### src/rtl/clock_pkg.sv
// Shared constants and BCD helpers for the clock datapath counters.
package clock_pkg;

    localparam int unsigned BCD_W      = 4;
    localparam int unsigned MAX_DIGITS = 8;

    localparam logic [BCD_W-1:0] DIGIT_MAX = 4'd9;
    localparam logic [BCD_W-1:0] DIGIT_MIN = 4'd0;

    function automatic logic [BCD_W*MAX_DIGITS-1:0] int_to_bcd(input int unsigned val,
                                                               input int unsigned digits);
        logic [BCD_W*MAX_DIGITS-1:0] res;
        int unsigned                 v;
        res = '0;
        v   = val;
        for (int unsigned i = 0; i < MAX_DIGITS; i++) begin
            if (i < digits) begin
                res[BCD_W*i +: BCD_W] = BCD_W'(v % 10);
                v = v / 10;
            end
        end
        return res;
    endfunction

    function automatic logic bcd_valid(input logic [BCD_W*MAX_DIGITS-1:0] vec);
        for (int unsigned i = 0; i < MAX_DIGITS; i++) begin
            if (vec[BCD_W*i +: BCD_W] > DIGIT_MAX) return 1'b0;
        end
        return 1'b1;
    endfunction

endpackage

### src/rtl/bcd_range_counter_if.sv
// Control/status bundle of one BCD range counter; master drives, counter is slave.
interface bcd_range_counter_if #(
    parameter int unsigned DIGITS = 2
);
    localparam int unsigned W = 4 * DIGITS;

    logic         i_clr;
    logic         i_load;
    logic [W-1:0] i_din;
    logic         i_ena;
    logic         i_inc;
    logic [W-1:0] o_q;
    logic         o_carry;
    logic         o_roll;
    logic         o_err;

    modport master (
        output i_clr, i_load, i_din, i_ena, i_inc,
        input  o_q, o_carry, o_roll, o_err
    );

    modport slave (
        input  i_clr, i_load, i_din, i_ena, i_inc,
        output o_q, o_carry, o_roll, o_err
    );

endinterface

### src/rtl/bcd_range_counter_digit.sv
// One BCD digit register: force (clear/load/wrap) overrides a 0..9 up/down step.
module bcd_digit
    import clock_pkg::*;
#(
    parameter logic [BCD_W-1:0] RST_DIGIT = '0
) (
    input  logic             i_clk,
    input  logic             i_reset_n,
    input  logic             i_inc,
    input  logic             i_step,
    input  logic             i_force,
    input  logic [BCD_W-1:0] i_force_val,
    output logic [BCD_W-1:0] o_d,
    output logic             o_carry_up,
    output logic             o_borrow_dn
);

    logic [BCD_W-1:0] d_q;
    logic [BCD_W-1:0] d_d;

    always_comb begin
        d_d = d_q;
        if (i_force) begin
            d_d = i_force_val;
        end else if (i_step) begin
            if (i_inc) d_d = (d_q == DIGIT_MAX) ? DIGIT_MIN : d_q + 4'd1;
            else       d_d = (d_q == DIGIT_MIN) ? DIGIT_MAX : d_q - 4'd1;
        end
    end

    always_ff @(posedge i_clk or negedge i_reset_n) begin
        if (!i_reset_n) d_q <= RST_DIGIT;
        else            d_q <= d_d;
    end

    assign o_d         = d_q;
    assign o_carry_up  = (d_q == DIGIT_MAX);
    assign o_borrow_dn = (d_q == DIGIT_MIN);

endmodule

### src/rtl/bcd_range_counter.sv
// Packed-BCD up/down counter over MIN_VAL..MAX_VAL with chainable same-cycle carry,
// range-checked load, synchronous clear and roll/error pulses.
module bcd_range_counter
    import clock_pkg::*;
#(
    parameter int unsigned DIGITS  = 2,
    parameter int unsigned MIN_VAL = 0,
    parameter int unsigned MAX_VAL = 59,
    parameter int unsigned RST_VAL = 0
) (
    input  logic                i_clk,
    input  logic                i_reset_n,
    bcd_range_counter_if.slave  bus
);

    localparam int unsigned W = BCD_W * DIGITS;

    if (DIGITS < 1 || DIGITS > MAX_DIGITS || MIN_VAL >= MAX_VAL ||
        MAX_VAL >= 10**DIGITS || RST_VAL < MIN_VAL || RST_VAL > MAX_VAL) begin : g_param_check
        $fatal(1, "bcd_range_counter: illegal DIGITS/MIN_VAL/MAX_VAL/RST_VAL combination");
    end

    localparam logic [W-1:0] MIN_BCD = W'(int_to_bcd(MIN_VAL, DIGITS));
    localparam logic [W-1:0] MAX_BCD = W'(int_to_bcd(MAX_VAL, DIGITS));
    localparam logic [W-1:0] RST_BCD = W'(int_to_bcd(RST_VAL, DIGITS));

    logic              step;
    logic              wrap;
    logic              load_ok;
    logic              force_en;
    logic [W-1:0]      force_val;
    logic [W-1:0]      q;
    logic [DIGITS-1:0] cy_up;
    logic [DIGITS-1:0] bw_dn;
    logic              roll_q, roll_d;
    logic              err_q, err_d;

    // Valid packed BCD orders the same as its binary value, so range checks compare vectors directly.
    always_comb begin
        load_ok   = bcd_valid((BCD_W*MAX_DIGITS)'(bus.i_din)) &&
                    (bus.i_din >= MIN_BCD) && (bus.i_din <= MAX_BCD);
        step      = bus.i_ena & ~bus.i_clr & ~bus.i_load;
        wrap      = step & (bus.i_inc ? (q == MAX_BCD) : (q == MIN_BCD));
        force_en  = 1'b0;
        force_val = RST_BCD;
        if (bus.i_clr) begin
            force_en  = 1'b1;
            force_val = RST_BCD;
        end else if (bus.i_load) begin
            force_en  = load_ok;
            force_val = bus.i_din;
        end else if (wrap) begin
            force_en  = 1'b1;
            force_val = bus.i_inc ? MIN_BCD : MAX_BCD;
        end
        roll_d = wrap;
        err_d  = bus.i_load & ~bus.i_clr & ~load_ok;
    end

    for (genvar i = 0; i < DIGITS; i++) begin : g_digit
        logic             dstep;
        logic [BCD_W-1:0] d_w;

        // A digit steps only when every lower digit is at its carry/borrow point.
        if (i == 0) begin : g_lsd
            assign dstep = step;
        end else begin : g_upper
            assign dstep = step & (bus.i_inc ? &cy_up[i-1:0] : &bw_dn[i-1:0]);
        end

        bcd_digit #(
            .RST_DIGIT (RST_BCD[BCD_W*i +: BCD_W])
        ) u_digit (
            .i_clk       (i_clk),
            .i_reset_n   (i_reset_n),
            .i_inc       (bus.i_inc),
            .i_step      (dstep),
            .i_force     (force_en),
            .i_force_val (force_val[BCD_W*i +: BCD_W]),
            .o_d         (d_w),
            .o_carry_up  (cy_up[i]),
            .o_borrow_dn (bw_dn[i])
        );

        assign q[BCD_W*i +: BCD_W] = d_w;
    end

    always_ff @(posedge i_clk or negedge i_reset_n) begin
        if (!i_reset_n) begin
            roll_q <= 1'b0;
            err_q  <= 1'b0;
        end else begin
            roll_q <= roll_d;
            err_q  <= err_d;
        end
    end

    assign bus.o_q     = q;
    assign bus.o_carry = wrap;
    assign bus.o_roll  = roll_q;
    assign bus.o_err   = err_q;

endmodule

### src/flat_wrapper.sv
// flat-port wrapper written by rule: the top's interface ports become plain ports
module bcd_range_counter_flat import clock_pkg::*;
#(
    parameter int unsigned DIGITS  = 2,
    parameter int unsigned MIN_VAL = 0,
    parameter int unsigned MAX_VAL = 59,
    parameter int unsigned RST_VAL = 0
)
  (i_clk, i_reset_n, bus_i_clr, bus_i_load, bus_i_din, bus_i_ena, bus_i_inc, bus_o_q, bus_o_carry, bus_o_roll, bus_o_err);
  bcd_range_counter_if #(.DIGITS(DIGITS)) bus_i ();
  input  logic i_clk;
  input  logic i_reset_n;
  input wire logic [$bits(bus_i.i_clr)-1:0] bus_i_clr;
  input wire logic [$bits(bus_i.i_load)-1:0] bus_i_load;
  input wire logic [$bits(bus_i.i_din)-1:0] bus_i_din;
  input wire logic [$bits(bus_i.i_ena)-1:0] bus_i_ena;
  input wire logic [$bits(bus_i.i_inc)-1:0] bus_i_inc;
  output wire logic [$bits(bus_i.o_q)-1:0] bus_o_q;
  output wire logic [$bits(bus_i.o_carry)-1:0] bus_o_carry;
  output wire logic [$bits(bus_i.o_roll)-1:0] bus_o_roll;
  output wire logic [$bits(bus_i.o_err)-1:0] bus_o_err;
  assign bus_i.i_clr = bus_i_clr;
  assign bus_i.i_load = bus_i_load;
  assign bus_i.i_din = bus_i_din;
  assign bus_i.i_ena = bus_i_ena;
  assign bus_i.i_inc = bus_i_inc;
  assign bus_o_q = bus_i.o_q;
  assign bus_o_carry = bus_i.o_carry;
  assign bus_o_roll = bus_i.o_roll;
  assign bus_o_err = bus_i.o_err;
  bcd_range_counter #(.DIGITS(DIGITS), .MIN_VAL(MIN_VAL), .MAX_VAL(MAX_VAL), .RST_VAL(RST_VAL)) u_core (.i_clk(i_clk), .i_reset_n(i_reset_n), .bus(bus_i));
endmodule
### config.mk
export PLATFORM = sky130hd
export DESIGN_NAME = bcd_range_counter_flat
export DESIGN_NICKNAME = d
export VERILOG_FILES = /design/src/rtl/clock_pkg.sv /design/src/rtl/bcd_range_counter_if.sv /design/src/rtl/bcd_range_counter_digit.sv /design/src/rtl/bcd_range_counter.sv /design/src/flat_wrapper.sv
export SDC_FILE = /design/constraint.sdc
export NUM_CORES = 1
export LEC_CHECK = 0
export BUFFER_PORTS_ARGS = -buffer_cell sky130_fd_sc_hd__buf_2
export CAP_MARGIN = 20
export CORE_ASPECT_RATIO = 0.9
export CORE_UTILIZATION = 46
export DETAILED_ROUTE_END_ITERATION = 10
export PLACE_DENSITY_LB_ADDON = 0.3
export SYNTH_ARGS = -nofsm -noshare
export SYNTH_HDL_FRONTEND = slang
export SYNTH_SLANG_ARGS = --single-unit
### constraint.sdc
create_clock -name i_clk -period 1.6 [get_ports i_clk]
set_input_delay 0.32 -clock i_clk [delete_from_list [all_inputs] [get_ports i_clk]]
set_output_delay 0.32 -clock i_clk [all_outputs]
set_load 0.02 [all_outputs]
==> metrics.txt, run 1 <==
area share of the leading cell type in the synthesized netlist=roughly 28%; vias in the first global route=roughly 1,000; Adder-Cell Fraction of Synth Area=0%; Die ar.=between 2000 and 2500 um2; compound-cell area share of the yosys netlist=a little under a third; vias=around 1,200; Worst Path Max Fanout=2; I/O Pins=25; first-pass GRT wire length=around 4700 um; GRT Residual Overflow=0; pin count of the biggest net entering global routing=12; most frequent cells after synthesis=11 x a21oi_1, 10 x dfrtp_1, 8 x nor2_1, 7 x nor3_1, 7 x o21ai_0; total clock sinks=10; Reg clk slew, reported paths=approximately 0.070 ns; Critical Path End Type=primary output; CP arrival=around 1.5 ns; n_diodes=0; Total Wirelength=roughly 3400 um; ys async rst share=100%; post-route cell area=approximately 1400 um2; Required @ worst endpoint=1.28 ns; crit start category=flop; std cell rows=14; mux cell area share after synthesis=~1.1%; CTS root buf=clkbuf_4; Die H=between 40 and 50 um; crit path cell chain=nor4b_4 -> o211ai_1 -> nor2_2 -> buf_6; top cell type by total area after synthesis=dfrtp_1; proportion of layout cells with a drive suffix above 1=around 57%; wire per inst=18.7 um; worst skew pair latency=roughly 0.29 ns; Hold Crit Class=primary input to flop; max incr delay on CP=0.41 ns; crit path kind=flop to primary output; Final Max Slew Viols=0; Setup Skew=0.000599 ns; number of max-cap violations=0; Max Buffers Root-to-Sink=2; CP Buf/Inv Count=1; 1st-pass router iterations=4; CTS Buf Count=3; Gate Count Post-Synth=around 110; Layout fillers=roughly 110; nets=roughly 170; CTS tree=yes; Post-Syn Nets=126; Static Leak=~0.61 nW; min Tclk post-route=approximately 1.8 ns; endpoints failing hold=0; Yosys reg bits=10; final worst slack=-0.235 ns; Post-DP Area=1180 um2; failing checks=setup timing; initial antenna violation count=0; Final period util=115%; Syn. warnings=0; core area=1750 um2; GP Congestion=approximately 0.88; Syn Area/Cell=roughly 8.0 um2; Crit path max-delay family=simple AND/OR/NAND/NOR gates; Slew headroom=roughly 67%; die width=48.5 um; pre-CTS WS=-0.119 ns; HPWL Detailed=2040 um; XOR/XNOR share of the synthesized area=3.91%; All-Layer GR Usage=between 30% and 40%; count leader, synth=a21oi_1; final setup fails=7; pwr dens=roughly 760 nW/um2; VDD IR max=about 570 uV; Critical Path Slowest Stage Cell=dfrtp_1; CTS H-tree lvls=1; fmax=0.545 GHz; I/O Buffers=24; Area growth, synth to finish=57.3%; initial DRC count=52; synthesized cell area=around 900 um2; largest cells by area after synthesis=dfrtp_1 28%, a21oi_1 6.1%, nor3_1 3.9%; Hold Worst Slack=0.275 ns; RSZ-0062 raised after global routing=yes; Seq/Total Area, Yosys=between 20% and 30%; Worst Max-Slew Pin Slew=about 0.49 ns; post-DR vias/cell=approximately 6.3; status=finished, violations left; post-route ant nets=0; Initial Util=about half; DRC viols=0; EDFF count, synth=0; Synth cell types=43; simple-gate share of the synthesized area=between 20 and 30%; Synth Flop Type=dfrtp_1; largest family of logic cells by synthesized area=compound AO/OA/AOI/OAI gates
final timing paths:
path	from	to	slack [ns]	depth (start not counted)
min reg2reg	u_core.g_digit[1].u_digit.o_d[1]	u_core.g_digit[1].u_digit.o_d[1]	0.74	3
min	bus_i_clr	u_core.g_digit[0].u_digit.o_d[3]	0.28	2
max	u_core.g_digit[0].u_digit.o_d[1]	bus_o_carry	-0.24	4
min in group asynchronous	i_reset_n	u_core.g_digit[1].u_digit.o_d[3]	0.42	2
max reg2reg	u_core.g_digit[0].u_digit.o_d[1]	u_core.g_digit[1].u_digit.o_d[2]	-0.16	7
max in group asynchronous	i_reset_n	u_core.g_digit[1].u_digit.o_d[0]	0.96	2
what timing repair did:
action	in CTS	in global routing
endpoints found under the hold margin	10	0
buffers inserted	1	5
setup endpoints to repair	6	9
pin swaps	5	14
hold buffers	1	0
resized for setup	6	24
state kept, by name, indices dropped and copies added (netlist names):
register                    flops
u_core.g_digit.u_digit.o_d      8
u_core.bus.o_err                1
u_core.bus.o_roll               1
placed cells by master, fill, tap and decap left out, types with 2 or more instances in the layout:
master and n:
clkbuf_4 3, dfrtp_2 5, o21ai_0 6, nor3_1 3, a211o_2 2, xnor2_1 3, buf_6 4, nor3_4 3
nor2_1 7, nor2b_1 4, and3_1 2, buf_4 23, dfrtp_1 5, a31o_2 2, buf_2 23, o211ai_1 2
o21ai_4 2, nor3_2 2, a21oi_1 6, nand3_1 2, nand2_1 6, a21oi_2 5, inv_1 4, nand4b_1 2
cell families (layout without fill, tap and decap cells):
family | after synthesis | after routing
XOR/XNOR | 4 | 4
flip-flops | 10 | 10
AO/OA/AOI/OAI | 42 | 42
AND/OR/NAND/NOR | 42 | 42
multiplexers | 1 | 1
buffers and inverters | 13 | 60
metrics by stage:
| step | TNS [ns] | instances | utilization, % | power [mW] |
|---|---|---|---|---|
| 2_1_floorplan | -0.221 | 112 | - | 0.575 |
| 4_1_cts | -0.228 | 179 | 71.9 | 0.971 |
| 5_1_grt | -1.54 | 183 | 80.4 | 1.12 |
| 3_5_place_dp | -0.526 | 173 | 67.5 | 0.716 |
| 3_3_place_gp | -0.284 | 173 | 67.5 | 0.701 |
| 6_report | -0.775 | 183 | 80.4 | 1.07 |
power by group:
group / internal, mW / total [mW] / leakage (nW) / switching (mW)
sequential: 0.279 / 0.321 / 0.126 / 0.0411
combinational: 0.230 / 0.502 / 0.458 / 0.273
clock: 0.139 / 0.250 / 0.0210 / 0.111
per-layer routing:
layer  up-vias  GRT usage, %  wire, um
li1        513             -         -
met3        18          7.37       317
met5         -             0         0
met1       542          34.6      1360
met2        79          53.2      1610
met4         0          17.1       138
cell type report:
cell class	count	area [um2]	area share [%]
flip-flops and latches	10	256	18.2
well taps	24	30.0	2.13
repair buffers	52	363	25.8
inverters	4	15.0	1.07
clock buffers	4	36.3	2.58
multi-input cells	89	708	50.3
Note: power is estimated with default switching activity, not from simulation.
==> run 2, diff against run 1 <==
Settings changed: CTS_BUF_LIST set to sky130_fd_sc_hd__clkbuf_4 sky130_fd_sc_hd__clkbuf_8 sky130_fd_sc_hd__clkbuf_16, MAX_ROUTING_LAYER set to met4.
==> metrics.txt, run 2 (synthesized netlist as in run 1, its figures left out) <==
status=finished, violations left (unchanged); failing checks=setup timing (unchanged); Area growth, synth to finish=57.3% (unchanged); Total Wirelength=3450 um (was 3430 um); Worst Max-Slew Pin Slew=0.496 ns (was 0.493 ns); Die H=43.9 um (unchanged); vias=1,155 (was 1,152); crit start category=flop (unchanged); nets=174 (unchanged); CTS H-tree lvls=1 (unchanged); post-DR vias/cell=6.31 (was 6.30); Setup Skew=0.000933 ns (was 0.000599 ns); DRC viols=0 (unchanged); CP arrival=1.52 ns (about the same); Reg area=256 um2 (unchanged); CTS root buf=clkbuf_4 (unchanged); final worst slack=-0.235 ns (about the same); Hold Crit Class=primary input to flop (unchanged); VDD IR max=575 uV (was 569 uV); core area=1750 um2 (unchanged); fmax=0.545 GHz (about the same); min Tclk post-route=1.84 ns (about the same); HPWL Detailed=2040 um (unchanged); I/O Pins=25 (unchanged); 1st-pass router iterations=4 (unchanged); CTS Buf Count=3 (unchanged); worst skew pair latency=0.29 ns (about the same); post-route cell area=1410 um2 (unchanged); n_diodes=0 (unchanged); endpoints failing hold=0 (unchanged); Required @ worst endpoint=1.28 ns (about the same); Final Core Density=80.4% (unchanged); final setup fails=6 (was 7); Inst Count DP=173 (unchanged); Die ar.=2130 um2 (unchanged); Static Leak=0.605 nW (unchanged); CTS tree=yes (unchanged); Finished Layout Cells=183 (unchanged); Initial Util=51.1% (unchanged); Multi-input gate area=708 um2 (unchanged); Layout fillers=113 (unchanged); Final period util=115% (about the same); Reg clk slew, reported paths=0.07 ns (about the same); Max Buffers Root-to-Sink=2 (unchanged); total clock sinks=10 (unchanged); All-Layer GR Usage=31.4% (was 30.4%); proportion of layout cells with a drive suffix above 1=56.6% (unchanged); GRT Residual Overflow=0 (unchanged); pwr dens=764 nW/um2 (was 762 nW/um2); Largest register FFs=8 (unchanged); Final Max Slew Viols=0 (unchanged); most frequent cells in the layout=23 x buf_2, 23 x buf_4, 7 x nor2_1 (unchanged); pin count of the biggest net entering global routing=12 (unchanged); GP Congestion=0.896 (was 0.881); initial DRC count=59 (was 52); die width=48.5 um (unchanged); Hold Worst Slack=0.270 ns (was 0.275 ns); number of max-cap violations=0 (unchanged); setup_tns=-0.709 ns (was -0.775 ns); Slew headroom=66.8% (was 67.0%); post-route ant nets=0 (unchanged); RSZ-0062 raised after global routing=yes (unchanged); initial antenna violation count=0 (unchanged); crit path kind=flop to primary output (unchanged); Critical Path End Type=primary output (unchanged); vias in the first global route=1,032 (was 1,034); wire per inst=18.8 um (was 18.7 um); std cell rows=14 (unchanged); first-pass GRT wire length=4690 um (about the same); Post-DP Area=1180 um2 (unchanged); I/O Buffers=24 (unchanged); Worst Path Max Fanout=2 (unchanged)
[run 2: area by class of cell]
type                       instances  share of cell area (%)
clock buffer                       4                    2.58
inverter                           4                    1.07
multi-input combinational         89                    50.3
sequential                        10                    18.2
tap                               24                    2.13
timing repair buffer              52                    25.8
[run 2: timing repair]
item / 4_1_cts / 5_1_grt
pin swaps: 5 / 14
setup buffers: 1 / 5
gates resized for setup: 6 / 24
endpoints found under the hold margin: 10 / 0
endpoints found under the setup margin: 6 / 9
hold buffers: 1 / 0
[run 2: report_power, final]
group | switching (mW) | internal, mW
clock | 0.114 | 0.139
combinational | 0.272 | 0.230
sequential | 0.0412 | 0.279
[run 2: metal layers]
layer / global-route usage [%] / wire length [um] / vias to the layer above
met3: 7.37 / 354 / 16
met5: - / 0 / -
li1: - / - / 511
met1: 34.6 / 1310 / 539
met2: 53.2 / 1620 / 89
met4: 17.1 / 160 / 0
[run 2: through the flow]
step | power [mW] | setup slack, ns
2_1_floorplan | 0.575 | -0.0900
3_3_place_gp | 0.701 | -0.0807
3_5_place_dp | 0.716 | -0.119
4_1_cts | 0.971 | -0.185
5_1_grt | 1.12 | -0.323
6_report | 1.08 | -0.235
[run 2: final timing paths]
kind	from	to	slack, ns	depth (start not counted)
worst max-delay path	u_core.g_digit[0].u_digit.o_d[1]	bus_o_carry	-0.24	4
worst min-delay path	bus_i_clr	u_core.g_digit[0].u_digit.o_d[3]	0.27	2
worst max register to register	u_core.g_digit[0].u_digit.o_d[1]	u_core.g_digit[1].u_digit.o_d[2]	-0.14	7
worst min register to register	u_core.g_digit[1].u_digit.o_d[1]	u_core.g_digit[1].u_digit.o_d[1]	0.74	3
max in group asynchronous	i_reset_n	u_core.g_digit[0].u_digit.o_d[2]	0.95	2
min in group asynchronous	i_reset_n	u_core.g_digit[1].u_digit.o_d[3]	0.42	2
[run 2: critical path, stage by stage, from the launching register on]
cell	delay (ns)
dfrtp_1	0.41
nor4b_4	0.32
o211ai_1	0.19
nor2_2	0.17
buf_6	0.14
==> run 3, diff against run 2 <==
Settings changed: CORE_UTILIZATION 46 to 25, CTS_BUF_LIST sky130_fd_sc_hd__clkbuf_4 sky130_fd_sc_hd__clkbuf_8 sky130_fd_sc_hd__clkbuf_16 to sky130_fd_sc_hd__clkbuf_4 sky130_fd_sc_hd__clkbuf_8.
==> metrics.txt, run 3 (synthesized netlist as in run 1, its figures left out) <==
endpoints failing hold=0 (unchanged); R2R Path End=u_core.g_digit[1].u_digit.o_d[0] (was u_core.g_digit[1].u_digit.o_d[2]); status=finished, violations left (unchanged); Largest register FFs=8 (unchanged); proportion of layout cells with a drive suffix above 1=49.7% (was 56.6%); Critical Path Slowest Stage Cell=dfrtp_1 (unchanged); core area=3400 um2 (was 1750 um2); I/O Buffers=24 (unchanged); Hold Worst Slack=0.326 ns (was 0.270 ns); Setup Skew=0.00292 ns (was 0.000933 ns); Critical Path End Type=primary output (unchanged); initial DRC count=28 (was 59); Int Pwr=0.718 mW (was 0.648 mW); crit path cell chain=nor4b_4 -> o211ai_1 -> buf_4 -> nor2_4 -> buf_6 (was nor4b_4 -> o211ai_1 -> nor2_2 -> buf_6); pwr dens=788 nW/um2 (was 764 nW/um2); Die H=58.8 um (was 43.9 um); worst skew pair latency=0.24 ns (was 0.29 ns); die width=65.1 um (was 48.5 um); Worst Max-Slew Pin Slew=0.430 ns (was 0.496 ns); n_diodes=0 (unchanged); Initial Util=26.3% (was 51.1%); grt met2 use=25.0% (was 53.2%); Hold Crit Class=primary input to flop (unchanged); pin count of the biggest net entering global routing=12 (unchanged); Hold Path Origin=bus_i_din[1] (was bus_i_clr); Final Max Slew Viols=0 (unchanged); Inst Count DP=197 (was 173); Clock Power Share=29.5% (was 23.6%); P_sw=0.370 mW (was 0.428 mW); RSZ-0062 raised after global routing=yes (unchanged); Total Wirelength=2680 um (was 3450 um); Max Buffers Root-to-Sink=2 (unchanged); initial antenna violation count=0 (unchanged); commonest non-fill, non-tap cell in the layout=buf_4; crit path kind=flop to primary output (unchanged); All-Layer GR Usage=15.7% (was 31.4%); Die ar.=3830 um2 (was 2130 um2); GR Util met1=19.4% (was 34.6%); post-DR vias/cell=5.17 (was 6.31); failing checks=setup timing (unchanged); HPWL Detailed=2020 um (was 2040 um); RR Startpoint=u_core.g_digit[0].u_digit.o_d[1] (unchanged); most used routing layer in global routing=met2 (unchanged); Static Leak=0.607 nW (was 0.605 nW); GP Congestion=0.783 (was 0.896); met3 Usage GRT=1.55% (was 7.37%); CP arrival=1.47 ns (was 1.52 ns); total clock sinks=10 (unchanged); nets=176 (was 174); vias in the first global route=1,026 (was 1,032); critical path endpoint=bus_o_carry (unchanged); min Tclk post-route=1.79 ns (was 1.84 ns); Reg clk slew, reported paths=0.05 ns (was 0.07 ns); combinational share of power=41.9% (was 46.6%); Crit path max-delay family=flip-flops (was simple AND/OR/NAND/NOR gates); CTS H-tree lvls=1 (unchanged); GRT Residual Overflow=0 (unchanged); max incr delay on CP=0.40 ns (was 0.41 ns); Sw Ratio=34.0% (was 39.8%); Worst Path Max Fanout=2 (unchanged); Area growth, synth to finish=54.2% (was 57.3%); Slew headroom=71.2% (was 66.8%); most frequent cells in the layout=27 x buf_4, 23 x buf_2, 9 x a21oi_1 (was 23 x buf_2, 23 x buf_4, 7 x nor2_1); std cell rows=20 (was 14); VDD IR max=429 uV (was 575 uV); Final period util=112% (was 115%); fmax=0.560 GHz (was 0.545 GHz); Required @ worst endpoint=1.28 ns (about the same); r2r setup slk=-0.08 ns (was -0.14 ns); wire per inst=13.1 um (was 18.8 um); 1st-pass router iterations=4 (unchanged); CTS Buf Count=3 (unchanged); FF-to-FF path depth=6 (was 7); final worst slack=-0.187 ns (was -0.235 ns); Crit path depth=5 (was 4); vias=1,059 (was 1,155); post-route ant nets=0 (unchanged); final setup fails=5 (was 6); CTS tree=yes (unchanged); DRC viols=0 (unchanged); Flop pwr share=28.6% (was 29.8%); crit start category=flop (unchanged); Finished Layout Cells=205 (was 183); I/O Pins=25 (unchanged); CTS root buf=clkbuf_8 (was clkbuf_4); Final Core Density=40.6% (was 80.4%); pre-CTS WS=-0.102 ns (was -0.119 ns); first-pass GRT wire length=4450 um (was 4690 um); number of max-cap violations=0 (unchanged); Worst setup startpoint=u_core.g_digit[0].u_digit.o_d[1] (unchanged); CP Buf/Inv Count=2 (was 1)
run 3: how the worst min path moves through the flow:
stage	end	slack, ns	depth (start not counted)
after floorplan	u_core.bus.o_err	0.02	0
after global placement	u_core.g_digit[1].u_digit.o_d[3]	0.20	1
after detailed placement	u_core.g_digit[1].u_digit.o_d[3]	0.20	1
after CTS	u_core.g_digit[0].u_digit.o_d[1]	0.33	2
after global routing	u_core.g_digit[0].u_digit.o_d[2]	0.34	2
final	u_core.g_digit[0].u_digit.o_d[1]	0.33	2
run 3: what timing repair did:
action,in CTS,in global routing
setup endpoints to repair,3,9
endpoints found under the hold margin,10,0
hold buffers,1,0
buffers inserted,3,0
resized for setup,4,10
pin swaps,3,3
run 3: area by class of cell:
type | instances | area (um2)
inverter | 4 | 15.0
fill | 368 | 2020
multi-input combinational | 89 | 638
sequential | 10 | 256
timing repair buffer | 54 | 362
clock buffer | 4 | 55.1
tap | 44 | 55.1
run 3: worst reg2reg max path, delay by kind of cell, from the launching register on:
family                 cells  cell delay, ns
and+or+nand+nor            2            0.36
buffers and inverters      1            0.16
AOI/OAI and AO/OA          3            0.63
DFF                        1            0.40
run 3: metal layers:
layer  vias to the layer above  share of wire (%)
met1                       498                 47
met5                         -                  0
li1                        517                  -
met2                        37                 47
met4                         0                2.7
met3                         7                3.4
run 3: power groups by stage:
stage          logic (mW)  registers, mW  clock network, mW
2_1_floorplan       0.243          0.332                  0
5_1_grt             0.499          0.315              0.338
6_report            0.456          0.311              0.321
4_1_cts             0.439          0.311              0.327
3_3_place_gp        0.411          0.315                  0
3_5_place_dp        0.419          0.316                  0
run 3: metrics by stage:
stage	setup TNS [ns]	power, mW	instance area [um2]
2_1_floorplan	-0.221	0.575	933
3_3_place_gp	-0.334	0.726	1240
3_5_place_dp	-0.416	0.735	1240
4_1_cts	-0.253	1.08	1340
5_1_grt	-0.927	1.15	1380
6_report	-0.369	1.09	1380
